### config.mk
export PLATFORM = sky130hd
export DESIGN_NAME = bicubic_window_fetch_flat
export DESIGN_NICKNAME = d
export VERILOG_FILES = /design/src/rtl/bicubic_window_fetch_if.sv /design/src/rtl/bicubic_window_fetch.sv /design/src/flat_wrapper.sv
export SDC_FILE = /design/constraint.sdc
export NUM_CORES = 2
export LEC_CHECK = 0
export BUFFER_PORTS_ARGS = -buffer_cell sky130_fd_sc_hd__buf_4
export CAP_MARGIN = 20
export CELL_PAD_IN_SITES_DETAIL_PLACEMENT = 1
export CELL_PAD_IN_SITES_GLOBAL_PLACEMENT = 1
export CORE_AREA = 2 2 288 574
export DETAILED_ROUTE_END_ITERATION = 10
export DIE_AREA = 0 0 290 576
export PLACE_DENSITY_LB_ADDON = 0.2
export REMOVE_ABC_BUFFERS = 1
export SLEW_MARGIN = 20
export SYNTH_ARGS = -nofsm -noshare
export SYNTH_HDL_FRONTEND = slang
export SYNTH_SLANG_ARGS = --single-unit
### constraint.sdc
create_clock -name clock -period 16.6 [get_ports clock]
set_input_delay 0.83 -clock clock [delete_from_list [all_inputs] [get_ports clock]]
set_output_delay 0.83 -clock clock [all_outputs]
set_load 0.005 [all_outputs]
### src/rtl/bicubic_window_fetch_if.sv
//============================================================================
// bicubic_window_fetch_if : request, bank-read and window bus of the fetcher
// Revision: 1.0
//============================================================================
`default_nettype none

interface bicubic_window_fetch_if #(
  parameter int PIX_W = 8
);
  logic signed [31:0]  rows;
  logic signed [31:0]  cols;
  logic signed [31:0]  pixels_loaded;
  logic                req_valid;
  logic                req_ready;
  logic signed [31:0]  req_x;
  logic signed [31:0]  req_y;
  logic [3:0]          rd_en;
  logic signed [31:0]  rd_addr [0:3];
  logic [PIX_W-1:0]    rd_data [0:3];
  logic                out_valid;
  logic                out_ready;
  logic [16*PIX_W-1:0] win;
  logic signed [31:0]  out_x;
  logic signed [31:0]  out_y;

  modport master (
    output rows, cols, pixels_loaded, req_valid, req_x, req_y, rd_data, out_ready,
    input  req_ready, rd_en, rd_addr, out_valid, win, out_x, out_y
  );

  modport slave (
    input  rows, cols, pixels_loaded, req_valid, req_x, req_y, rd_data, out_ready,
    output req_ready, rd_en, rd_addr, out_valid, win, out_x, out_y
  );
endinterface

`default_nettype wire

### src/rtl/bicubic_window_fetch.sv
//============================================================================
// bicubic_window_fetch : 4x4 edge-clamped window fetch from a 4-bank buffer
// Optional macro WINDOW_ZERO_PAD_EN zeroes out-of-image taps.  Revision: 1.0
//============================================================================
`default_nettype none

module bicubic_window_fetch #(
  parameter int PIX_W      = 8,
  parameter int RD_LATENCY = 1
) (
  input wire                    clock,
  input wire                    reset,
  bicubic_window_fetch_if.slave bus
);

  typedef enum logic [2:0] {
    S_IDLE  = 3'd0,
    S_CHECK = 3'd1,
    S_READ  = 3'd2,
    S_DRAIN = 3'd3,
    S_OUT   = 3'd4
  } state_t;

  state_t              state_q, state_d;
  logic [1:0]          row_q, row_d;
  logic [1:0]          drain_q, drain_d;
  logic signed [31:0]  x_q, y_q;
  logic [16*PIX_W-1:0] win_q;

  // Per-read tag travelling alongside the bank latency: valid, row, lane offset
  logic                pv_q   [RD_LATENCY];
  logic [1:0]          prow_q [RD_LATENCY];
  logic [1:0]          poff_q [RD_LATENCY];

  logic signed [31:0]  cr [4];
  logic signed [31:0]  cc [4];
  logic [1:0]          elem [4];
  logic signed [31:0]  s_col, last_idx, base_idx;
  logic [1:0]          off;
  logic [1:0]          sel [4];
  logic [PIX_W-1:0]    cap_pix [4];
  logic signed [31:0]  cap_r, cap_c;

  function automatic logic signed [31:0] clamp(input logic signed [31:0] v,
                                               input logic signed [31:0] lo,
                                               input logic signed [31:0] hi);
    logic signed [31:0] r;
    r = v;
    if (v > hi) r = hi;
    if (v < lo) r = lo;
    return r;
  endfunction

  always_comb begin
    s_col = clamp(x_q - 32'sd1, 32'sd0, bus.cols - 32'sd4);
    for (int i = 0; i < 4; i++) begin
      cr[i]   = clamp(y_q + i - 32'sd1, 32'sd0, bus.rows - 32'sd1);
      cc[i]   = clamp(x_q + i - 32'sd1, 32'sd0, bus.cols - 32'sd1);
      elem[i] = 2'(cc[i] - s_col);
    end
    last_idx = cr[3] * bus.cols + s_col + 32'sd3;
    base_idx = cr[row_q] * bus.cols + s_col;
    off      = base_idx[1:0];
  end

  // Banks below the start lane hold the tail of the run in the next word
  always_comb begin
    bus.rd_en = 4'b0000;
    for (int k = 0; k < 4; k++) bus.rd_addr[k] = 32'sd0;
    if (state_q == S_READ) begin
      bus.rd_en = 4'b1111;
      for (int k = 0; k < 4; k++)
        bus.rd_addr[k] = (base_idx >>> 2) + ((2'(k) < off) ? 32'sd1 : 32'sd0);
    end
  end

  always_comb begin
    cap_r = y_q + $signed({30'b0, prow_q[RD_LATENCY-1]}) - 32'sd1;
    cap_c = 32'sd0;
    for (int j = 0; j < 4; j++) begin
      sel[j]     = poff_q[RD_LATENCY-1] + elem[j];
      cap_pix[j] = bus.rd_data[sel[j]];
      cap_c      = x_q + j - 32'sd1;
`ifdef WINDOW_ZERO_PAD_EN
      if (cap_r < 32'sd0 || cap_r >= bus.rows || cap_c < 32'sd0 || cap_c >= bus.cols)
        cap_pix[j] = '0;
`endif
    end
  end

  always_comb begin
    state_d = state_q;
    row_d   = row_q;
    drain_d = drain_q;
    case (state_q)
      S_IDLE:  if (bus.req_valid) state_d = S_CHECK;
      S_CHECK: if (last_idx <= bus.pixels_loaded) begin
                 state_d = S_READ;
                 row_d   = 2'd0;
               end
      S_READ:  begin
                 row_d = row_q + 2'd1;
                 if (row_q == 2'd3) begin
                   state_d = S_DRAIN;
                   drain_d = 2'd0;
                 end
               end
      S_DRAIN: begin
                 drain_d = drain_q + 2'd1;
                 if (drain_q == 2'(RD_LATENCY - 1)) state_d = S_OUT;
               end
      S_OUT:   if (bus.out_ready) state_d = S_IDLE;
      default: state_d = S_IDLE;
    endcase
  end

  always_ff @(posedge clock or posedge reset) begin
    if (reset) begin
      state_q <= S_IDLE;
      row_q   <= 2'd0;
      drain_q <= 2'd0;
      x_q     <= 32'sd0;
      y_q     <= 32'sd0;
      win_q   <= '0;
      for (int k = 0; k < RD_LATENCY; k++) begin
        pv_q[k]   <= 1'b0;
        prow_q[k] <= 2'd0;
        poff_q[k] <= 2'd0;
      end
    end else begin
      state_q <= state_d;
      row_q   <= row_d;
      drain_q <= drain_d;
      if (state_q == S_IDLE && bus.req_valid) begin
        x_q <= bus.req_x;
        y_q <= bus.req_y;
      end
      pv_q[0]   <= (state_q == S_READ);
      prow_q[0] <= row_q;
      poff_q[0] <= off;
      for (int k = 1; k < RD_LATENCY; k++) begin
        pv_q[k]   <= pv_q[k-1];
        prow_q[k] <= prow_q[k-1];
        poff_q[k] <= poff_q[k-1];
      end
      if (pv_q[RD_LATENCY-1]) begin
        for (int j = 0; j < 4; j++)
          win_q[(4 * int'(prow_q[RD_LATENCY-1]) + j) * PIX_W +: PIX_W] <= cap_pix[j];
      end
    end
  end

  assign bus.req_ready = (state_q == S_IDLE);
  assign bus.out_valid = (state_q == S_OUT);
  assign bus.win       = win_q;
  assign bus.out_x     = x_q;
  assign bus.out_y     = y_q;

endmodule

`default_nettype wire

### src/flat_wrapper.sv
// flat-port wrapper written by rule: the top's interface ports become plain ports
module bicubic_window_fetch_flat 
#(
  parameter int PIX_W      = 8,
  parameter int RD_LATENCY = 1
)
  (clock, reset, bus_rows, bus_cols, bus_pixels_loaded, bus_req_valid, bus_req_x, bus_req_y, bus_rd_data, bus_out_ready, bus_req_ready, bus_rd_en, bus_rd_addr, bus_out_valid, bus_win, bus_out_x, bus_out_y);
  bicubic_window_fetch_if #(.PIX_W(PIX_W)) bus_i ();
  input wire clock;
  input wire reset;
  input wire logic [$bits(bus_i.rows)-1:0] bus_rows;
  input wire logic [$bits(bus_i.cols)-1:0] bus_cols;
  input wire logic [$bits(bus_i.pixels_loaded)-1:0] bus_pixels_loaded;
  input wire logic [$bits(bus_i.req_valid)-1:0] bus_req_valid;
  input wire logic [$bits(bus_i.req_x)-1:0] bus_req_x;
  input wire logic [$bits(bus_i.req_y)-1:0] bus_req_y;
  input wire logic [$bits(bus_i.rd_data)-1:0] bus_rd_data;
  input wire logic [$bits(bus_i.out_ready)-1:0] bus_out_ready;
  output wire logic [$bits(bus_i.req_ready)-1:0] bus_req_ready;
  output wire logic [$bits(bus_i.rd_en)-1:0] bus_rd_en;
  output wire logic [$bits(bus_i.rd_addr)-1:0] bus_rd_addr;
  output wire logic [$bits(bus_i.out_valid)-1:0] bus_out_valid;
  output wire logic [$bits(bus_i.win)-1:0] bus_win;
  output wire logic [$bits(bus_i.out_x)-1:0] bus_out_x;
  output wire logic [$bits(bus_i.out_y)-1:0] bus_out_y;
  assign bus_i.rows = bus_rows;
  assign bus_i.cols = bus_cols;
  assign bus_i.pixels_loaded = bus_pixels_loaded;
  assign bus_i.req_valid = bus_req_valid;
  assign bus_i.req_x = bus_req_x;
  assign bus_i.req_y = bus_req_y;
  assign bus_i.rd_data = {>>{bus_rd_data}};
  assign bus_i.out_ready = bus_out_ready;
  assign bus_req_ready = bus_i.req_ready;
  assign bus_rd_en = bus_i.rd_en;
  assign bus_rd_addr = {>>{bus_i.rd_addr}};
  assign bus_out_valid = bus_i.out_valid;
  assign bus_win = bus_i.win;
  assign bus_out_x = bus_i.out_x;
  assign bus_out_y = bus_i.out_y;
  bicubic_window_fetch #(.PIX_W(PIX_W), .RD_LATENCY(RD_LATENCY)) u_core (.clock(clock), .reset(reset), .bus(bus_i));
endmodule
==> results by group <==
GRT
  • Global Route Usage Sum: around 33%
  • First-pass GRT wire length: about 400,000 um
  • GRT overflow: 0
  • Initial antenna violation count: 4
  • Vias in the first global route: slightly above 60,000
  • Largest net degree at the start of global routing: between 150 and 200

Clock tree
  • Clock Latency Late Sink: ~0.66 ns
  • Clock Tree Buf Depth: 3
  • Cts-stage hold buffer count: 0
  • CTS Buf Count: 23
  • CTS clk-pin slew, worst paths: approximately 0.060 ns
  • Clock sink count: 204
  • Clk root buf: clkbuf_16
  • TritonCTS clock tree: done
  • H-tree depth: 1

Job
  • Max-cap check violation count: 0

Floorplanning
  • Chip height: between 500 and 600 um
  • Num rows: between 200 and 250
  • Boundary Pins: between 500 and 600
  • Die W: a little under 300 um
  • Total core area: between 150,000 and 200,000 um^2
  • Die Footprint: around 170,000 um^2
  • Starting Density: between 30% and 40%

Worst setup path
  • Crit Path Max Fanout: 12
  • CP Data Arrival Time: approximately 15 ns
  • Data required, critical path: ~16 ns
  • R2r endpoint: u_core.row_q[0]$_DFFE_PP0P_
  • R2R depth: 58
  • Worst r2r src: u_core.bus.out_y[3]$_DFFE_PP0P_
  • Crit path from: u_core.bus.out_y[2]$_DFFE_PP0P_
  • CP Launch Type: flip-flop
  • Largest stage delay on the critical path: 0.71 ns
  • CP endpoint kind: primary output
  • End of the critical path: bus_rd_addr[125]
  • Slowest-stage cell, CP: fa_1
  • Type of the worst setup path: reg -> out
  • Most used cell, CP: fa_1
  • FF-to-FF setup slack: 1.28 ns

Yosys
  • FF+latch count, synth: 204
  • Most frequent cells after synthesis: inv_1 (1,170), nand2_1 (980), fa_1 (876)
  • Post-Synthesis Cells: between 7,000 and 8,000
  • Synthesized cell area: ~60,000 um^2
  • Sequential share of the synthesized area: under 10%
  • Yosys synthesis warning count: 0
  • Ranking of synthesized cells by area: fa_1 (29%), ha_1 (14%), dfrtp_1 (8.5%)
  • Async S/R FF share, synth: 100%
  • Synth Flop Type: dfrtp_1
  • Synth top area share: between 20% and 30%
  • Mean Syn Cell Area: ~8.4 um^2
  • Number of synthesized flops with an enable pin: 0
  • Most common cell in the netlist: inv_1
  • Synth cell types: 97
  • Leading area contributor after synthesis: fa_1

Finish
  • Layout cells sized above 1: between 10% and 20%
  • Layout Nets: around 9,300
  • Fin cells: between 9,000 and 10,000
  • Area grow syn2layout: 14.4%

Timing
  • Final worst-path cycle share: between 90% and 100%
  • Post-route minimum period: about 16 ns
  • Clock Skew: about 0.026 ns
  • Setup-failing EPs final: 0
  • Pins Over Slew Limit: 0
  • Fin. Hold Viols: 0
  • FMAX: slightly above 60 MHz
  • Slew headroom: about 22%
  • RSZ-0062 raised after global routing: no
  • Worst slew pin tran: 1.17 ns

Routing
  • Overall routed net length: roughly 270,000 um
  • DR iter-0 viols: approximately 2,200
  • Antenna Nets Post-Route: 0
  • Residual DRC count: 0
  • Vias per cell: ~5.6
  • WL per Instance: roughly 28 um
  • Via count: 54,300
  • Pre-antenna DRT Iters: 5

Outcome
  • Run status: finished, final reports clean

Placed design
  • Port bufs: 521
  • Cells after DPL: ~9,700
  • Placed wire-length estimate: around 230,000 um
  • Final Wtd Congestion: a little under 1

Worst hold path
  • HP Class: in -> async
==> critical path, delay by kind of cell, from the launching register on <==
family,cells,cell delay [ns]
buffers and inverters,11,1.63
and+or+nand+nor,6,1.80
adders and majority gates,10,4.73
DFF,1,0.53
xor gates and xnor gates,13,3.20
AOI/OAI and AO/OA,11,2.64
==> layout by cell type, fill, tap and decap left out, types with 89 or more instances in the layout <==
master	instances
and3_1	158
xor2_1	165
ha_1	646
inv_1	1169
a22o_1	128
and2_1	223
nand2_1	980
a21oi_1	192
dfrtp_1	200
nor3_1	136
nand3_1	106
fa_1	876
nand4_1	89
xnor2_1	326
nor2_1	346
buf_4	838
o21ai_0	198
==> per-stage QoR <==
step / setup TNS, ns / cell area, um^2 / setup slack [ns] / util, % / hold WS, ns
after floorplan: -275.64 / 58100 / -3.65 / - / 0.457
after global placement: -0.898 / 67400 / -0.325 / 41.3 / 0.477
after detailed placement: 0 / 67400 / 0.633 / 41.3 / 0.490
after CTS: 0 / 68200 / 0.167 / 41.8 / 0.337
after global routing: 0 / 68400 / 0.0262 / 41.9 / 0.345
final: 0 / 68400 / 0.547 / 41.9 / 0.277
==> sequential cells by signal (all words and copies together), names as in the netlist <==
name,cells
u_core.bus.out_x,32
u_core.bus.out_y,32
u_core.prow_q,2
u_core.state_q,3
u_core.drain_q,2
u_core.pv_q,1
u_core.row_q,2
u_core.bus.win,128
u_core.poff_q,2
==> what timing repair did <==
item	in CTS	in global routing
resized for setup	0	19
buffers inserted	0	5
endpoints found under the setup margin	0	38
==> how the worst min path moves through the flow <==
stage | start | to | slack [ns] | cells after the start
2_1_floorplan | u_core.drain_q[0]$_DFFE_PP0P_ | u_core.drain_q[0]$_DFFE_PP0P_ | 0.46 | 1
3_3_place_gp | u_core.drain_q[1]$_DFFE_PP0P_ | u_core.drain_q[1]$_DFFE_PP0P_ | 0.48 | 1
3_5_place_dp | u_core.drain_q[0]$_DFFE_PP0P_ | u_core.drain_q[0]$_DFFE_PP0P_ | 0.49 | 1
4_1_cts | reset | u_core.bus.win[6]$_DFFE_PP0P_ | 0.34 | 2
5_1_grt | reset | u_core.bus.win[6]$_DFFE_PP0P_ | 0.35 | 2
6_report | reset | u_core.bus.win[6]$_DFFE_PP0P_ | 0.28 | 2
==> metal layers <==
metal	wire length, um	vias up	global-route usage [%]
met5	123	-	0.516
met4	32400	4	31.8
met3	13000	908	4.83
met2	139000	1918	59.6
met1	87900	27700	30.5
li1	-	23700	-
==> logic make-up (layout without fill, tap and decap cells) <==
logic type	count (synthesis)	after routing	share of synthesized area, %
AOI/OAI and AO/OA	837	837	9.39
xor gates and xnor gates	505	505	7.64
adders and majority gates	1523	1523	42.9
buffers and inverters	1586	2075	10.2
DFF	204	204	8.54
muxes	115	115	2.71
other	0	3	0
and+or+nand+nor	2335	2335	18.7
==> cell type report <==
class	instances	area, um^2
Fill cell	19300	94800
Multi-Input combinational cell	5315	48800
Timing Repair Buffer	860	6650
Sequential cell	204	5110
Inverter	1174	4410
Tap cell	2120	2650
Clock buffer	29	618
Clock inverter	12	175
Antenna cell	3	7.51
Power is left out: the tool's default activity adds up to more than one toggle a clock period on the data nets, which glitch-free logic cannot reach.
